===== src/rtl/cpu_defs.sv =====
// Shared CPU definitions: CP0 register numbers, exception codes and the
// exception vector used by the CP0 unit and its timer.
package cpu_defs;

    localparam logic [4:0] CP0_BADVADDR = 5'd8;
    localparam logic [4:0] CP0_COUNT    = 5'd9;
    localparam logic [4:0] CP0_COMPARE  = 5'd11;
    localparam logic [4:0] CP0_STATUS   = 5'd12;
    localparam logic [4:0] CP0_CAUSE    = 5'd13;
    localparam logic [4:0] CP0_EPC      = 5'd14;

    typedef enum logic [4:0] {
        EXC_INT  = 5'd0,
        EXC_ADEL = 5'd4,
        EXC_ADES = 5'd5,
        EXC_SYS  = 5'd8,
        EXC_BP   = 5'd9,
        EXC_RI   = 5'd10,
        EXC_OV   = 5'd12
    } exc_code_e;

    localparam logic [31:0] EXC_VECTOR   = 32'hBFC0_0380;
    localparam logic [31:0] STATUS_RESET = 32'h0040_0000;

endpackage


===== src/rtl/cp0_timer.sv =====
// Count/Compare timer: Count advances every second clock, TI latches on a
// Count==Compare match and is cleared only by a Compare write.
module cp0_timer (
    input  logic        clk,
    input  logic        resetn,
    input  logic        i_count_we,
    input  logic        i_compare_we,
    input  logic [31:0] i_wdata,
    output logic [31:0] o_count,
    output logic [31:0] o_compare,
    output logic        o_ti
);

    logic        r_toggle;
    logic [31:0] r_count;
    logic [31:0] r_compare;
    logic        r_armed;
    logic        r_ti;
    logic        w_hit;

    // A reset-time Compare of 0 must not fire at Count 0 until software arms it.
    assign w_hit = (r_count == r_compare) && (r_armed || (r_compare != 32'd0));

    always_ff @(posedge clk or negedge resetn) begin
        if (!resetn) begin
            r_toggle  <= 1'b0;
            r_count   <= 32'd0;
            r_compare <= 32'd0;
            r_armed   <= 1'b0;
            r_ti      <= 1'b0;
        end else begin
            r_toggle <= ~r_toggle;
            if (i_count_we)
                r_count <= i_wdata;
            else if (r_toggle)
                r_count <= r_count + 32'd1;
            if (i_compare_we) begin
                r_compare <= i_wdata;
                r_armed   <= 1'b1;
                r_ti      <= 1'b0;
            end else if (w_hit) begin
                r_ti <= 1'b1;
            end
        end
    end

    assign o_count   = r_count;
    assign o_compare = r_compare;
    assign o_ti      = r_ti;

endmodule


===== src/rtl/cp0_unit.sv =====
// CP0 system coprocessor: exception entry/return, Status/Cause/EPC/BadVAddr
// state, timer interrupt and the pipeline flush/redirect.
module cp0_unit
    import cpu_defs::*;
(
    input  logic        clk,
    input  logic        resetn,
    input  logic        exc_valid,
    input  logic [30:0] exc_cause,
    input  logic [31:0] exc_badvaddr,
    input  logic [31:0] exc_pc,
    input  logic        exc_bd,
    input  logic        eret,
    input  logic        mtc0_we,
    input  logic [4:0]  cp0_addr,
    input  logic [31:0] mtc0_wdata,
    output logic [31:0] mfc0_rdata,
    output logic        flush,
    output logic [31:0] flush_pc,
    output logic        int_req
);

    logic [7:0]  r_im;
    logic        r_exl;
    logic        r_ie;
    logic        r_bd;
    logic [1:0]  r_ip_sw;
    logic [4:0]  r_exc_code;
    logic [31:0] r_epc;
    logic [31:0] r_badvaddr;
    logic        r_int_req;

    logic        w_mtc0;
    logic [4:0]  w_code;
    logic        w_ti;
    logic [31:0] w_count;
    logic [31:0] w_compare;
    logic [7:0]  w_ip;
    logic [31:0] w_status;
    logic [31:0] w_cause;
    logic        w_unused_cause;

    assign w_code         = exc_cause[6:2];
    assign w_unused_cause = &{1'b0, exc_cause[30:7], exc_cause[1:0]};

    // Exception beats ERET beats mtc0; a losing write is dropped entirely.
    assign w_mtc0 = mtc0_we & ~exc_valid & ~eret;

    cp0_timer u_timer (
        .clk          (clk),
        .resetn       (resetn),
        .i_count_we   (w_mtc0 && (cp0_addr == CP0_COUNT)),
        .i_compare_we (w_mtc0 && (cp0_addr == CP0_COMPARE)),
        .i_wdata      (mtc0_wdata),
        .o_count      (w_count),
        .o_compare    (w_compare),
        .o_ti         (w_ti)
    );

    // IP[14:10] have no external sources in this core.
    assign w_ip     = {w_ti, 5'b0, r_ip_sw};
    assign w_status = {9'b0, 1'b1, 6'b0, r_im, 6'b0, r_exl, r_ie};
    assign w_cause  = {r_bd, w_ti, 14'b0, w_ip, 1'b0, r_exc_code, 2'b0};

    always_ff @(posedge clk or negedge resetn) begin
        if (!resetn) begin
            r_im       <= STATUS_RESET[15:8];
            r_exl      <= STATUS_RESET[1];
            r_ie       <= STATUS_RESET[0];
            r_bd       <= 1'b0;
            r_ip_sw    <= 2'b0;
            r_exc_code <= 5'd0;
            r_epc      <= 32'd0;
            r_badvaddr <= 32'd0;
            r_int_req  <= 1'b0;
        end else begin
            r_int_req <= r_ie & ~r_exl & (|(w_ip & r_im));
            if (exc_valid) begin
                // Nested exceptions keep the original return point.
                if (!r_exl) begin
                    r_epc <= exc_bd ? exc_pc - 32'd4 : exc_pc;
                    r_bd  <= exc_bd;
                end
                r_exl      <= 1'b1;
                r_exc_code <= w_code;
                if (w_code == EXC_ADEL || w_code == EXC_ADES)
                    r_badvaddr <= exc_badvaddr;
            end else if (eret) begin
                r_exl <= 1'b0;
            end else if (w_mtc0) begin
                case (cp0_addr)
                    CP0_STATUS: begin
                        r_im  <= mtc0_wdata[15:8];
                        r_exl <= mtc0_wdata[1];
                        r_ie  <= mtc0_wdata[0];
                    end
                    CP0_CAUSE:    r_ip_sw    <= mtc0_wdata[9:8];
                    CP0_EPC:      r_epc      <= mtc0_wdata;
                    CP0_BADVADDR: r_badvaddr <= mtc0_wdata;
                    default: ;
                endcase
            end
        end
    end

    always_comb begin
        mfc0_rdata = 32'd0;
        case (cp0_addr)
            CP0_BADVADDR: mfc0_rdata = r_badvaddr;
            CP0_COUNT:    mfc0_rdata = w_count;
            CP0_COMPARE:  mfc0_rdata = w_compare;
            CP0_STATUS:   mfc0_rdata = w_status;
            CP0_CAUSE:    mfc0_rdata = w_cause;
            CP0_EPC:      mfc0_rdata = r_epc;
            default:      mfc0_rdata = 32'd0;
        endcase
    end

    assign flush    = resetn & (exc_valid | eret);
    assign flush_pc = exc_valid ? EXC_VECTOR : r_epc;
    assign int_req  = r_int_req;

endmodule


===== config.mk =====
export PLATFORM = sky130hd
export DESIGN_NAME = cp0_unit
export DESIGN_NICKNAME = d
export VERILOG_FILES = /design/src/rtl/cpu_defs.sv /design/src/rtl/cp0_timer.sv /design/src/rtl/cp0_unit.sv
export SDC_FILE = /design/constraint.sdc
export NUM_CORES = 1
export LEC_CHECK = 0
export CAP_MARGIN = 20
export CORE_ASPECT_RATIO = 1.1
export CORE_MARGIN = 3
export CORE_UTILIZATION = 25
export CTS_BUF_LIST = sky130_fd_sc_hd__clkbuf_8 sky130_fd_sc_hd__clkbuf_16
export DETAILED_ROUTE_END_ITERATION = 12
export PLACE_DENSITY = 0.42
export SYNTH_ARGS = -nofsm -noshare
export SYNTH_HDL_FRONTEND = slang
export SYNTH_SLANG_ARGS = --single-unit

===== constraint.sdc =====
create_clock -name clk -period 3.3 [get_ports clk]
set_clock_uncertainty 0.2 [all_clocks]
set_input_delay 0.495 -clock clk [delete_from_list [all_inputs] [get_ports clk]]
set_output_delay 0.495 -clock clk [all_outputs]
set_load 0.03 [all_outputs]

Word level (Yosys, flattened, before mapping)
Cells that the tools add are included.

Flip-flop bits (word level): 150. Logic and storage cells: 80. Input port bits: 138.

$add $sub $neg: 2. Equality and inequality tests: 12. Mux-type cells: 21. Bitwise gates (word level): 11. Reductions and logical operators: 20.

Operators with widths (count): 32-bit two-way mux (14); 32-bit one-hot mux with 6 select lines (1); 32-bit by 1-bit adder with 32-bit output, second input constant (1); 32-bit == test (1); 32-bit nonzero test (1); 32-bit by 3-bit subtractor with 32-bit output, second input constant (1); 5-bit by 4-bit == test with 1-bit output, second input constant (6); 4-bit AND reduction (4); 5-bit by 3-bit == test with 1-bit output, second input constant (2); 2-bit nonzero test (5); 8-bit AND (1); 8-bit OR reduction (1); 1-bit two-way mux (6); 3-bit nonzero test (2); 1-bit AND (5); 2-bit != test, second input constant (2); 1-bit inverter (4); 2-bit AND reduction (2); 1-bit logical AND (3); 1-bit logical OR (2); 2-bit by 1-bit != test with 1-bit output, second input constant (1); 1-bit OR (1).

Depth between registers and ports, before layout
Depth after elaboration: 6. Depth in mapped cells: 8. Mapped depth without buffers: 7.

Hierarchy
Synthesis repeated with hierarchy kept, for this count alone.

Cells, all modules: 924. Area, all modules: 8874.8 µm².

Modules (own cells, without submodules): cp0_unit (area each 5327.6 µm², times used 1, cells an instance 596); cp0_timer (area each 3547.2 µm², times used 1, cells an instance 328).

Worst setup path after synthesis
Ideal clock, no wire load.

Kind: input-to-output. Start point: input cp0_addr[1]. End point: output mfc0_rdata[15]. Setup slack: 0.703 ns. Required time: 2.605 ns. Cell stages on the path: 5. Arrival: 1.902 ns. Path through: clkbuf_1 > nor4_1 > clkbuf_1 > a22oi_1 > nand3_1.

Cells in the longest elaborated chain, start to end: 2.

RTL lines: start, declared (RTL line cp0_unit.sv:15) `input logic [4:0] cp0_addr,`; 5-bit by 4-bit == test with 1-bit output (RTL line cp0_unit.sv:108) `case (cp0_addr)`; 32-bit one-hot mux with 6 select lines (*) (RTL line cp0_unit.sv:108); end, declared (RTL line cp0_unit.sv:17) `output logic [31:0] mfc0_rdata,`.

Every way passes the cells marked *; elsewhere a longest branch is shown, timed or not.

Final worst setup path
Start point: input cp0_addr[2]. End point: output mfc0_rdata[27].

The elaborated chain is that of the path after synthesis.

==> impl_metrics.csv <==
group,metric,value,unit
status,status,"finished, violations left",
status,violations,"hold timing",
yosys,syn_nets,1081,
timing,clock.fmax,315,MHz
setup_path,cp_cell_sequence,"clkdlybuf4s50_1 -> nor4bb_1 -> buf_4 -> and2_1 -> buf_12 -> buf_12 -> a22oi_1 -> nand2_1 -> buf_12",
yosys,synthDistinctLibCells,50,
setup_path,reg2regPathDepth,5,
setup_path,cp_top_family,"buffers and inverters",
timing,worst_hold_slack,-13.6,ps
yosys,netlist_instances,941,
setup_path,critPathKind,"input pin to output pin",
run,cap_viol_max_count,0,
drt,wl_met1,16700,um
setup_path,arrival,2480,ps
setup_path,crit_start,"cp0_addr[2]",
drt,top_layer,"met4",
yosys,synth.area.mux_share,9.70,%
yosys,async_reset_ff_share,100,%
place,numPortBuffers,177,
timing,relSlewSlack,40.2,%
setup_path,cp_max_fo,13,
setup_path,path_depth,9,
yosys,ys_ff_latch,150,
setup_path,max_stage_delay,490,ps
timing,finalCritPeriodShare,96.1,%
pwr,ir_worst_vdd,0.000358,V
cells_and_area,fill_cells,3551,
cts,numCtsBuffers,17,
cts,cts.path.max_buffers,2,
cts,clk_pin_slew,60,ps
yosys,synth_edf_count,0,
cts,cts_hold_buf,0,
place,place_hpwl,26900,um
yosys,ys_seq_area_share,42.7,%
yosys,ys_top_cells_by_area,"dfrtp_1 43%, xnor2_1 6.6%, mux2_2 6.3%",
setup_path,crit_path_end_kind,"output pin",
drt,vias_per_cell,5.05,
cts,cts_tree,"built",
timing,tightestPinTransition,896,ps
setup_path,cp_data_required_time,2600,ps
yosys,synthXorXnorAreaFrac,8.88,%
yosys,synth.top_cell.area_share,42.7,%
drt,met2WireLength,16000,um
place,dp_cells,1518,
yosys,yosys.cell_count.top_type,"dfrtp_1",
timing,rsz0062_at_grt,"false",
place,gp_congestion,0.817,
drt,first_pass_iters,5,
die,ios,204,
global_route,gr-total-overflow,0,
drt,route.detailed.drc,0,
die,rows,71,
cells_and_area,final_nets,1239,
global_route,grt_first_pass_wirelength,51600,um
die,chipWidth,185,um
drt,routed-wl-met3,1610,um
die,core_area,34500,um2
yosys,yosys_most_used_dff,"dfrtp_1",
timing,min_period,3170,ps
cells_and_area,finish.utilization,34.8,%
timing,setup_viol,0,
yosys,yosysWarningCount,0,
die,dieArea,37400,um2
pwr,p_leak,4.82,nW
yosys,syn_area_per_cell,9.33,um2
cts,cts_sinks,150,
setup_path,critical_path.most_common_cell,"buf_12",
die,die_h,203,um
cts,cts-resized-gates,0,
drt,wirelength,35000,um
cts,postCtsSetupBuffers,0,
global_route,grt_start_max_net_pins,151,
cts,root_buffer,"clkbuf_16",
drt,vias,7817,
drt,drt_iter0_markers,692,
global_route,antenna_found_initial,0,
setup_path,start_kind,"input pin",
setup_path,endpoint,"mfc0_rdata[27]",
yosys,synthAdderAreaFrac,0.285,%
setup_path,reg2reg_from,"u_timer.o_count[18]$_DFFE_PN0P_",
min_path,min_path_type,"input pin to async pin",
place,place_worst_setup_slack,126,ps
drt,detail-route-antenna-nets,0,
timing,fin_ws,130,ps
die,initial_core_util,25.5,%
setup_path,crit_slowest_cell,"clkdlybuf4s50_1",
cts,cts_htree_levels,4,
timing,drv_slew,0,
cells_and_area,antenna_cells,0,
cells_and_area,syn_to_final_growth,36.7,%
yosys,netlist_top_cells_count,"150 x dfrtp_1, 97 x a21oi_1, 83 x nor2_1",
yosys,synth_area,8780,um2
cts,clock_latency,420,ps
setup_path,critPathBufInv,5,
timing,hold_violations,2,
timing,tns,0,ps
pwr,cellPowerDensity,496,nW/um2
setup_path,rr_endpoint,"u_timer.o_count[31]$_DFFE_PN0P_",
cells_and_area,drive_gt1_share,15.7,%
yosys,synth_top_area_cell,"dfrtp_1",
setup_path,r2r_setup_slack,780,ps
cells_and_area,instances_no_fill,1549,
drt,wl_per_cell,22.6,um
global_route,grt_pass1_vias,7734,
global_route,grt_use_total,18.6,%
yosys,synth_top_family_by_area,"simple AND/OR/NAND/NOR gates",
yosys,synthSimpleGateAreaFrac,19.7,%
yosys,synth_compound_area_share,14.8,%
through the flow:
stage | total power [mW] | cell area [um2]
2_1_floorplan | 3.31 | 8780
3_3_place_gp | 4.05 | 11400
3_5_place_dp | 4.06 | 11400
4_1_cts | 6.01 | 12000
5_1_grt | 6.26 | 12000
6_report | 5.96 | 12000
power by group:
group	internal [mW]	leakage [nW]	switching, mW
clock network	1.13	0.284	0.788
logic	0.701	2.66	0.705
registers	2.16	1.88	0.466
total	4.00	4.82	1.96
registers in the layout, summed over array words and instances, names as in the netlist:
signal / cells
int_req: 1
r_badvaddr: 32
r_bd: 1
r_epc: 32
r_exc_code: 5
r_exl: 1
r_ie: 1
r_im: 8
r_ip_sw: 2
u_timer.o_compare: 32
u_timer.o_count: 32
u_timer.o_ti: 1
u_timer.r_armed: 1
u_timer.r_toggle: 1
layout make-up:
cell class,count,area [um2],share of cell area [%]
multi-input combinational,708,4730,39.4
sequential,150,3750,31.3
timing repair buffer,213,2370,19.8
tap,438,548,4.56
clock buffer,19,453,3.77
clock inverter,12,114,0.948
inverter,9,33.8,0.281
worst reg2reg max path, delay by kind of cell, from the launching register on:
family | cells | cell delay [ps]
AO/OA/AOI/OAI | 1 | 80
XOR/XNOR | 1 | 180
flip-flops | 1 | 570
AND/OR/NAND/NOR | 3 | 1340
worst min path at each step:
| stage | start | slack, ps | to |
|---|---|---|---|
| final | resetn | -10 | r_epc[11]$_DFFE_PN0P_ |
| after global routing | resetn | 70 | r_epc[11]$_DFFE_PN0P_ |
| after CTS | resetn | 80 | r_epc[11]$_DFFE_PN0P_ |
| after detailed placement | u_timer.r_armed$_DFFE_PN0P_ | 260 | u_timer.r_armed$_DFFE_PN0P_ |
| after global placement | u_timer.r_armed$_DFFE_PN0P_ | 250 | u_timer.r_armed$_DFFE_PN0P_ |
| after floorplan | resetn | -0.6 | int_req$_DFF_PN0_ |
kinds of logic after synthesis:
kind of cell	Yosys count
and+or+nand+nor	327
AOI/OAI and AO/OA	211
DFF	150
xor gates and xnor gates	89
buffers and inverters	83
muxes	79
adders and majority gates	2
cell usage in the layout, fill, tap and decap left out, types with 24 or more instances in the layout:
cell type / netlist / routed
dfrtp_1: 150 / 150
clkdlybuf4s50_1: 0 / 143
a21oi_1: 97 / 97
nor2_1: 83 / 83
xnor2_1: 66 / 66
nand2_1: 59 / 58
a22oi_1: 56 / 56
mux2_2: 49 / 49
buf_4: 1 / 36
buf_12: 1 / 33
o21ai_0: 30 / 30
mux2i_1: 30 / 30
nand3_1: 26 / 26
nor2b_1: 26 / 26
nand4_1: 24 / 24
nor4_1: 25 / 24
per-layer routing:
layer	vias to the layer above	track usage, %
li1	3705	-
met1	3854	27.1
met2	223	28.6
met3	35	3.10
met4	0	5.04
met5	-	0
Power figures use the tool's default switching activity.
